--- config.mk ---
export PLATFORM = sky130hd
export DESIGN_NAME = pcode_ctrl
export DESIGN_NICKNAME = d
export VERILOG_FILES = /design/src/rtl/gps_pkg.sv /design/src/rtl/rr_arbiter.sv /design/src/rtl/pcode_ctrl.sv
export SDC_FILE = /design/constraint.sdc
export NUM_CORES = 1
export LEC_CHECK = 0
export BUFFER_PORTS_ARGS = -buffer_cell sky130_fd_sc_hd__buf_2
export CORE_MARGIN = 1.5
export CORE_UTILIZATION = 51
export DETAILED_ROUTE_END_ITERATION = 10
export GPL_TIMING_DRIVEN = 1
export PLACE_DENSITY = 0.75
export SETUP_SLACK_MARGIN = 0.02
export SLEW_MARGIN = 20
export SYNTH_ARGS = -nofsm -noshare
export SYNTH_HDL_FRONTEND = slang
export SYNTH_SLANG_ARGS = --single-unit
--- constraint.sdc ---
create_clock -name clk -period 4.85 [get_ports clk]
set_input_delay 0.97 -clock clk [delete_from_list [all_inputs] [get_ports clk]]
set_output_delay 0.97 -clock clk [all_outputs]
set_load 0.02 [all_outputs]
--- src/rtl/gps_pkg.sv ---
// Shared constants and state encoding for the pcode sequencing logic.
// Both the controller and its bench pull satellite width and epoch length from here.
package gps_pkg;

   localparam int SAT_WIDTH   = 6;
   localparam int EPOCH_CHIPS = 15345000;
   localparam int CHIP_W      = 24;

   typedef logic [1:0] state_t;

   localparam state_t ST_IDLE   = 2'd0;
   localparam state_t ST_LOAD   = 2'd1;
   localparam state_t ST_SETTLE = 2'd2;
   localparam state_t ST_RUN    = 2'd3;

endpackage

--- src/rtl/rr_arbiter.sv ---
// Combinational round-robin arbiter: the search starts at index ptr and wraps,
// returning a one-hot grant and the winner's index.
module rr_arbiter #(
   parameter int NREQ = 4
) (
   input  logic [NREQ-1:0]         req,
   input  logic [$clog2(NREQ)-1:0] ptr,
   output logic [NREQ-1:0]         gnt,
   output logic [$clog2(NREQ)-1:0] idx
);

   localparam int IW = $clog2(NREQ);

   // cand[k] is the channel examined at search position k, i.e. (ptr + k) mod NREQ.
   logic [IW-1:0] cand [NREQ];

   generate
      for (genvar gi = 0; gi < NREQ; gi++) begin : gen_cand
         logic [IW:0] sum;
         assign sum      = {1'b0, ptr} + (IW+1)'(gi);
         assign cand[gi] = (sum >= (IW+1)'(NREQ)) ? IW'(sum - (IW+1)'(NREQ)) : IW'(sum);
      end
   endgenerate

   always_comb begin
      logic found;
      found = 1'b0;
      gnt   = '0;
      idx   = '0;
      for (int k = 0; k < NREQ; k++) begin
         if (!found && req[cand[k]]) begin
            found         = 1'b1;
            idx           = cand[k];
            gnt[cand[k]]  = 1'b1;
         end
      end
   end

endmodule

--- src/rtl/pcode_ctrl.sv ---
// Sequencer in front of one pcode generator: arbitrates channel requests, reloads
// the generator, waits a settle window, then paces chip enables and counts epochs.
module pcode_ctrl #(
   parameter int NREQ        = 4,
   parameter int SAT_WIDTH   = gps_pkg::SAT_WIDTH,
   parameter int DIV_WIDTH   = 16,
   parameter int SETTLE      = 4,
   parameter int EPOCH_CHIPS = gps_pkg::EPOCH_CHIPS
) (
   input  logic                      clk,
   input  logic                      rst,
   input  logic [NREQ-1:0]           req,
   input  logic [NREQ*SAT_WIDTH-1:0] req_sat,
   output logic [NREQ-1:0]           gnt,
   input  logic                      run,
   input  logic [DIV_WIDTH-1:0]      div,
   output logic [SAT_WIDTH-1:0]      pcode_sat,
   output logic                      pcode_prn_changed,
   output logic                      pcode_en,
   output logic [$clog2(NREQ)-1:0]   owner,
   output logic                      busy,
   output logic [23:0]               chip_cnt,
   output logic                      epoch
);

   import gps_pkg::state_t;
   import gps_pkg::ST_IDLE;
   import gps_pkg::ST_LOAD;
   import gps_pkg::ST_SETTLE;
   import gps_pkg::ST_RUN;
   import gps_pkg::CHIP_W;

   localparam int IW = $clog2(NREQ);
   localparam int SW = $clog2(SETTLE + 1);

   state_t                 state_reg, state_next;
   logic [IW-1:0]          ptr_reg;
   logic [SW-1:0]          settle_reg;
   logic [DIV_WIDTH-1:0]   div_reg;
   logic [NREQ-1:0]        gnt_reg;
   logic [SAT_WIDTH-1:0]   sat_reg;
   logic                   prn_changed_reg;
   logic                   en_reg;
   logic [IW-1:0]          owner_reg;
   logic                   busy_reg;
   logic [CHIP_W-1:0]      chip_reg;
   logic                   epoch_reg;

   logic [NREQ-1:0]        arb_gnt;
   logic [IW-1:0]          arb_idx;
   logic [SAT_WIDTH-1:0]   win_sat;
   logic                   en_fire;
   logic                   grant;

   rr_arbiter #(
      .NREQ (NREQ)
   ) u_arb (
      .req (req),
      .ptr (ptr_reg),
      .gnt (arb_gnt),
      .idx (arb_idx)
   );

   // A chip enable always wins over a pending request, so the current chip is
   // only abandoned on a cycle that would not have produced an enable anyway.
   always_comb begin
      en_fire = (state_reg == ST_RUN) && run && (div_reg == '0);
      grant   = (|req) && ((state_reg == ST_IDLE) || ((state_reg == ST_RUN) && !en_fire));
      win_sat = req_sat[arb_idx*SAT_WIDTH +: SAT_WIDTH];
   end

   always_comb begin
      state_next = state_reg;
      case (state_reg)
         ST_IDLE:   if (grant) state_next = ST_LOAD;
         ST_LOAD:   state_next = (sat_reg == '0) ? ST_IDLE : ST_SETTLE;
         ST_SETTLE: if (settle_reg == '0) state_next = ST_RUN;
         ST_RUN:    if (grant) state_next = ST_LOAD;
         default:   state_next = ST_IDLE;
      endcase
   end

   always_ff @(posedge clk) begin
      if (rst) begin
         state_reg       <= ST_IDLE;
         ptr_reg         <= '0;
         settle_reg      <= '0;
         div_reg         <= '0;
         gnt_reg         <= '0;
         sat_reg         <= '0;
         prn_changed_reg <= 1'b0;
         en_reg          <= 1'b0;
         owner_reg       <= '0;
         busy_reg        <= 1'b0;
         chip_reg        <= '0;
         epoch_reg       <= 1'b0;
      end else begin
         state_reg       <= state_next;
         busy_reg        <= (state_next == ST_LOAD) || (state_next == ST_SETTLE);
         gnt_reg         <= '0;
         prn_changed_reg <= 1'b0;
         en_reg          <= 1'b0;
         epoch_reg       <= 1'b0;

         if (grant) begin
            gnt_reg         <= arb_gnt;
            owner_reg       <= arb_idx;
            ptr_reg         <= (arb_idx == IW'(NREQ-1)) ? '0 : arb_idx + 1'b1;
            sat_reg         <= win_sat;
            prn_changed_reg <= 1'b1;
            chip_reg        <= '0;
         end

         if (state_reg == ST_LOAD)
            settle_reg <= SW'(SETTLE - 1);

         if (state_reg == ST_SETTLE) begin
            if (settle_reg == '0)
               div_reg <= div;
            else
               settle_reg <= settle_reg - 1'b1;
         end

         if (en_fire) begin
            en_reg  <= 1'b1;
            div_reg <= div;
            if (chip_reg == CHIP_W'(EPOCH_CHIPS - 1)) begin
               chip_reg  <= '0;
               epoch_reg <= 1'b1;
            end else begin
               chip_reg  <= chip_reg + 1'b1;
            end
         end else if ((state_reg == ST_RUN) && !grant && run) begin
            div_reg <= div_reg - 1'b1;
         end
      end
   end

   assign gnt               = gnt_reg;
   assign pcode_sat         = sat_reg;
   assign pcode_prn_changed = prn_changed_reg;
   assign pcode_en          = en_reg;
   assign owner             = owner_reg;
   assign busy              = busy_reg;
   assign chip_cnt          = chip_reg;
   assign epoch             = epoch_reg;

endmodule

==> reports/results.tsv, run 1 <==
metric	value	unit
slowest_delay	630	ps
power.net_switching	1.148	mW
top_layer	met4	
post-route-cell-area	4825	um2
ff2ff_setup_slack	1500	ps
skew	10.60	ps
firstDrtPassIters	4	
cap_violations	0	
slew_violations	0	
synth-seq-cells	63	
fmax	298.4	MHz
layout_common_cells	86 x buf_2, 63 x dfxtp_1, 61 x nor2_1	
path_delay_family	adder cells	
via_per_inst	6.044	
period_share	69.09	%
p_clk_share	20.2	%
syn_area	4194	um2
syn_to_final_growth	15.04	%
crit_arrival	3550	ps
cellPowerDensity	535.3	nW/um2
setup_viol_count_final	0	
synth-main-ff-cell	dfxtp_1	
core	7848	um2
sequentialPowerShare	27.1	%
postSynth.asyncResetShare	0	%
hold_viol_final	0	
swShare	44.43	%
die_h	93.69	um
via_count	4279	
die_area	8777	um2
wl_per_cell	15.22	um
worstMarginPinSlew	1091	ps
cts_tree	yes	
hp-class	flip-flop to flip-flop	
wl	10770	um
seq_area_frac_synth	30.07	%
cpMaxStageDelayCell	mux4_2	
cts_setup_buffers	0	
cts_buffers	9	
rsz0062_at_grt	no	
grt_pass1_wl	18020	um
synthDistinctLibCells	65	
cts-root-buf	clkbuf_8	
netlist.area_leader.share	30.07	%
setup_tns	0	ps
end_kind	flip-flop	
cts_buffer_depth	2	
wl_met2	4901	um
drc	0	
drive_gt1_share	22.28	%
h-tree-depth	3	
grt_max_degree	60	
wl_met3	673	um
hpwl	7474	um
min_period	3351	ps
crit_path_start_kind	flip-flop	
syn-num-nets	596	
status	completed	
fp-row-count	32	
yosysTopAreaCell	dfxtp_1	
nNetsFinal	662	
internal-power	1.435	mW
cp_max_fo	34	
leakagePower	1.845	nW
wl_met1	5069	um
globalplace.congestion	0.8531	
initial_core_util	53.44	%
portBuffers	86	
ant_nets	0	
io_pins	87	
drt-initial-drc-count	190	
cts_sinks	63	
synth-edff-count	0	
die_w	93.69	um
clk_pin_slew	70	ps
combPwrFrac	52.7	%
final_common_cell	buf_2	
yosysWarnings	0	
track_usage	25.07	%
worstSkewPairLatency	340	ps
worst-path-buf-inv	3	
syn_area_per_cell	7.839	um2
worstSetupPathType	flip-flop to flip-flop	
largest_register_ffs	24	
ys_top_cells_by_area	dfxtp_1 30%, nor2_1 5.5%, a21oi_1 4.8%	
postPlaceCellArea	4601	um2
diodes	0	
ctsHoldBuffers	0	
path_cells	buf_4 > inv_1 > ha_1 > mux4_2 > o21ba_1 > or3_1 > and2_4 > inv_1 > ha_1 > nand2_1 > a21oi_1	
crit_required	5050	ps
synth_cells	535	
gr-total-overflow	0	
irDropWorstVdd	0.3129	mV
antenna_found_initial	0	
grt_pass1_vias	3879	
cts.repair.resized	0	
relSlewSlack	27.08	%
==> metrics by stage <==
| stage | instances | hold slack, ps | setup slack (ps) | utilization (%) | power [mW] |
|---|---|---|---|---|---|
| after global placement | 692 | 448.4 | 1429 | 58.63 | 2.007 |
| after CTS | 708 | 463.4 | 1537 | 61.48 | 2.578 |
| after global routing | 708 | 490.8 | 1314 | 61.48 | 2.775 |
| final | 708 | 465.0 | 1499 | 61.48 | 2.583 |
| after detailed placement | 692 | 454.2 | 1337 | 58.63 | 2.044 |
| after floorplan | 535 | 435.6 | 1403 | - | 1.800 |
==> cell type report <==
| cell class | count | area [um2] |
|---|---|---|
| multi-input cells | 416 | 2673 |
| clock buffers | 13 | 158.9 |
| clock inverters | 3 | 65.06 |
| inverters | 21 | 78.83 |
| well taps | 102 | 127.6 |
| flip-flops and latches | 63 | 1261 |
| fillers | 715 | 3023 |
| repair buffers | 90 | 460.4 |
==> layer usage <==
metal / up-vias / GRT usage [%]
li1: 2151 / -
met1: 1960 / 34.44
met2: 153 / 39.49
met3: 15 / 4.693
met4: 0 / 8.333
met5: - / 0
==> worst min-delay path, stage by stage (launching register included) <==
cell     delay (ps)
dfxtp_1         310
nand2_1          50
a21oi_1          50
==> logic make-up after synthesis <==
group | synth area share [%]
AO/OA/AOI/OAI | 27.83
XOR/XNOR | 0.2089
adder cells (fa/ha/maj) | 4.177
buffers and inverters | 6.205
flip-flops | 30.07
multiplexers | 4.445
AND/OR/NAND/NOR | 27.06
==> Yosys cell counts, drive strengths merged (5+ instances only) <==
library cell,instances
o32ai,6
nor3,24
a211oi,19
a31o,5
and3,5
o21ai,43
dfxtp,63
inv,20
nand2b,6
clkbuf,22
nand4,6
mux2,7
nand2,38
a21boi,9
nor4,7
buf,13
and2,8
or4,10
or3,7
a221oi,14
a22oi,9
nand3,20
a31oi,11
nor2,62
a21oi,42
ha,14
==> power groups by stage <==
stage | registers [mW] | clock network [mW] | logic (mW)
global placement | 0.704 | 0 | 1.30
floorplan | 0.744 | 0 | 1.06
finish | 0.701 | 0.521 | 1.36
detailed placement | 0.709 | 0 | 1.33
global route | 0.713 | 0.553 | 1.51
CTS | 0.699 | 0.529 | 1.35
==> path summary, 6_finish.rpt <==
kind | startpoint | endpoint | cells past startpoint
setup / recovery | ptr_reg[0] | ptr_reg[1] | 11
hold / removal | div_reg[14] | div_reg[14] | 2
setup reg to reg | ptr_reg[0] | ptr_reg[1] | 11
hold reg to reg | div_reg[14] | div_reg[14] | 2
Note: power is estimated with default switching activity, not from simulation.
==> inputs of run 2 (changes only) <==
--- a/config.mk
+++ b/config.mk
@@ -5,12 +5,13 @@
 export SDC_FILE = /design/constraint.sdc
 export NUM_CORES = 1
 export LEC_CHECK = 0
+export ABC_AREA = 1
 export BUFFER_PORTS_ARGS = -buffer_cell sky130_fd_sc_hd__buf_2
 export CORE_MARGIN = 1.5
-export CORE_UTILIZATION = 51
+export CORE_UTILIZATION = 50
 export DETAILED_ROUTE_END_ITERATION = 10
 export GPL_TIMING_DRIVEN = 1
-export PLACE_DENSITY = 0.75
+export PLACE_DENSITY = 0.77
 export SETUP_SLACK_MARGIN = 0.02
 export SLEW_MARGIN = 20
 export SYNTH_ARGS = -nofsm -noshare
==> constraint.sdc (replaced) <==
create_clock -name clk -period 2.95 [get_ports clk]
set_input_delay 0.59 -clock clk [delete_from_list [all_inputs] [get_ports clk]]
set_output_delay 0.59 -clock clk [all_outputs]
set_load 0.02 [all_outputs]
==> run 2 against run 1 <==
  * Largest cell class unchanged
  * Core utilization shrank 1.5 points
  * Synthesized area grew 1.8%
  * Largest power group unchanged
  * Via count is 7.8% higher
==> reports/results.tsv, run 2 <==
metric	value	unit	change
h-tree-depth	3		unchanged
syn_area_per_cell	6.182	um2	-21%
antenna_found_initial	0		unchanged
nNetsFinal	832		+26%
diodes	0		unchanged
hold_end	chip_cnt[1]		
syn_to_final_growth	15.99	%	
slew_violations	0		unchanged
synth_cells	691		+29%
firstDrtPassIters	4		unchanged
worstSetupPathType	flip-flop to flip-flop		
min_period	2642	ps	-708.6 ps
synth_adder_area_share	4.101	%	-0.076 points
ys_top_cells_by_area	dfxtp_1 30%, nand2_1 16%, inv_1 9.0%		
initial_core_util	51.73	%	-1.7 points
cp_max_fo	12		-65%
end_kind	flip-flop		
netlist.area_leader.share	29.53	%	-0.55 points
wl	10920	um	+1.4%
globalplace.congestion	0.9159		+7.4%
synth-edff-count	0		unchanged
yosysWarnings	0		unchanged
hold_path_startpoint	chip_cnt[1]		
cts_sinks	63		unchanged
fmax	378.5	MHz	+27%
synth-main-ff-cell	dfxtp_1		
grt_pass1_vias	4235		+9.2%
skew	11.73	ps	+1.129 ps
ant_nets	0		unchanged
die_area	9107	um2	+3.8%
postSynth.asyncResetShare	0	%	unchanged
reg2regPathDepth	12		+1
die_h	95.43	um	+1.9%
synth.most_common_cell	nand2_1		
setup_viol_count_final	0		unchanged
synth_commonest_cells	180 x nand2_1, 102 x inv_1, 69 x nor2_1		
worstMarginPinSlew	970.5	ps	-120.1 ps
irDropWorstVdd	0.5287	mV	+69%
rr_startpoint	ptr_reg[0]		
synth-compound-area-share	13.91	%	-14 points
layout_common_cells	180 x nand2_1, 102 x inv_1, 86 x buf_2		
setup_tns	0	ps	unchanged
muxShareOfSynthArea	0	%	-4.4 points
cts_buffers	9		unchanged
largest_register_ffs	24		unchanged
hpwl	8288	um	+11%
cap_violations	0		unchanged
cts-root-buf	clkbuf_8		
rsz0062_at_grt	no		
cts.repair.resized	0		unchanged
crit_arrival	2870	ps	-680 ps
yosysTopAreaCell	dfxtp_1		
clk_pin_slew	70	ps	about the same
synth-seq-cells	63		unchanged
power.net_switching	2.147	mW	+87%
via_count	4613		+7.8%
period_share	89.57	%	+20 points
synth-simple-area-share	37.32	%	+10 points
ff2ff_setup_slack	310	ps	-1190 ps
grt_pass1_wl	18340	um	+1.8%
syn-num-nets	752		+26%
portBuffers	86		unchanged
p_clk_share	17.3	%	-2.9 points
wl_per_cell	12.40	um	-19%
die_w	95.43	um	+1.9%
core	8258	um2	+5.2%
synthDistinctLibCells	36		-45%
cellPowerDensity	896.4	nW/um2	+67%
post-route-cell-area	4955	um2	+2.7%
synth_xor_area_share	3.281	%	+3.1 points
drc	0		unchanged
reg2reg_to	ptr_reg[1]		
grt_max_degree	30		-50%
fp-row-count	33		+3.1%
combPwrFrac	55.3	%	+2.6 points
final_common_cell	nand2_1		
io_pins	87		unchanged
syn_area	4272	um2	+1.8%
leakagePower	2.487	nW	+35%
seq_area_frac_synth	29.53	%	-0.55 points
worstSkewPairLatency	350	ps	about the same
cts_setup_buffers	0		unchanged
drt-initial-drc-count	222		+17%
crit_path_start_kind	flip-flop		
via_per_inst	5.236		-13%
swShare	48.35	%	+3.9 points
crit_required	3180	ps	-1870 ps
synth_top_family_by_area	simple AND/OR/NAND/NOR gates		
cts_tree	yes		
postPlaceCellArea	4758	um2	+3.4%
gr-total-overflow	0		unchanged
hold_viol_final	0		unchanged
internal-power	2.294	mW	+60%
cts_buffer_depth	2		unchanged
hp-class	flip-flop to flip-flop		
status	completed		
relSlewSlack	35.06	%	+8.0 points
min_path_cells	2		unchanged
track_usage	25.18	%	+0.11 points
sequentialPowerShare	27.4	%	+0.3 points
ctsHoldBuffers	0		unchanged
drive_gt1_share	16.11	%	-6.2 points
## run 2: cell count changes after synthesis, moves of 10 or more
cell / previous run / this run
clkbuf_1: 21 / 10
a21oi_1: 40 / 50
nand2_1: 38 / 180
nand3_1: 20 / 56
a221oi_1: 14 / 1
inv_1: 20 / 102
a211oi_1: 18 / 1
xor2_1: 0 / 13
## run 2: area by class of cell
| class | instances | area (um2) |
|---|---|---|
| fill | 804 | 3303 |
| tap | 105 | 131.4 |
| multi-input combinational | 501 | 2504 |
| sequential | 63 | 1261 |
| inverter | 106 | 401.6 |
| clock inverter | 7 | 72.57 |
| timing repair buffer | 90 | 460.4 |
| clock buffer | 9 | 123.9 |
## run 2: worst max-delay path by stage
stage / startpoint / slack (ps) / cells after the start / to
after floorplan: ptr_reg[0] / 810 / 13 / ptr_reg[1]
after global routing: ptr_reg[0] / 110 / 12 / ptr_reg[1]
final: ptr_reg[0] / 310 / 12 / ptr_reg[1]
after CTS: ptr_reg[0] / 350 / 12 / ptr_reg[1]
after detailed placement: ptr_reg[0] / 360 / 12 / ptr_reg[1]
after global placement: ptr_reg[0] / 490 / 12 / ptr_reg[1]
## run 2: cells by family after synthesis
group | Yosys count
AOI/OAI and AO/OA | 109
xor gates and xnor gates | 16
adders and majority gates | 14
buffers and inverters | 127
DFF | 63
and+or+nand+nor | 362
## run 2: stage by stage
step           hold slack (ps)  util, %  instances  power (mW)  setup WS [ps]
2_1_floorplan            491.1        -        691       3.158          805.5
3_3_place_gp             484.7    57.62        865       3.620          486.0
3_5_place_dp             486.8    57.62        865       3.665          364.4
4_1_cts                  497.7    60.00        881       4.443          349.0
5_1_grt                  512.1    60.00        881       4.879          108.1
6_report                 494.2    60.00        881       4.442          307.7
## run 2: critical path, cell delays in order (launching register included)
cell and delay [ps]:
dfxtp_1 600, inv_4 90, ha_1 320, inv_1 110, nand2_1 70, nand2_1 170
nand3_1 190, nand3_2 210, nand2_4 120, inv_2 150, ha_1 250, o21ai_0 180
a21oi_1 60
## run 2: power groups by stage
| stage | registers [mW] | logic, mW | clock network [mW] |
|---|---|---|---|
| floorplan | 1.27 | 1.88 | 0 |
| global placement | 1.23 | 2.39 | 0 |
| detailed placement | 1.23 | 2.44 | 0 |
| CTS | 1.22 | 2.45 | 0.780 |
| global route | 1.24 | 2.82 | 0.817 |
| finish | 1.22 | 2.46 | 0.767 |
## run 2: metal layers
layer	global-route usage (%)	up-vias	wire [um]	part of all wire (%)
met5	0	-	0	0
met4	7.353	0	137	1.3
met3	4.944	14	639	5.8
met2	41.67	139	5011	46
met1	33.07	2070	5135	47
li1	-	2390	-	-
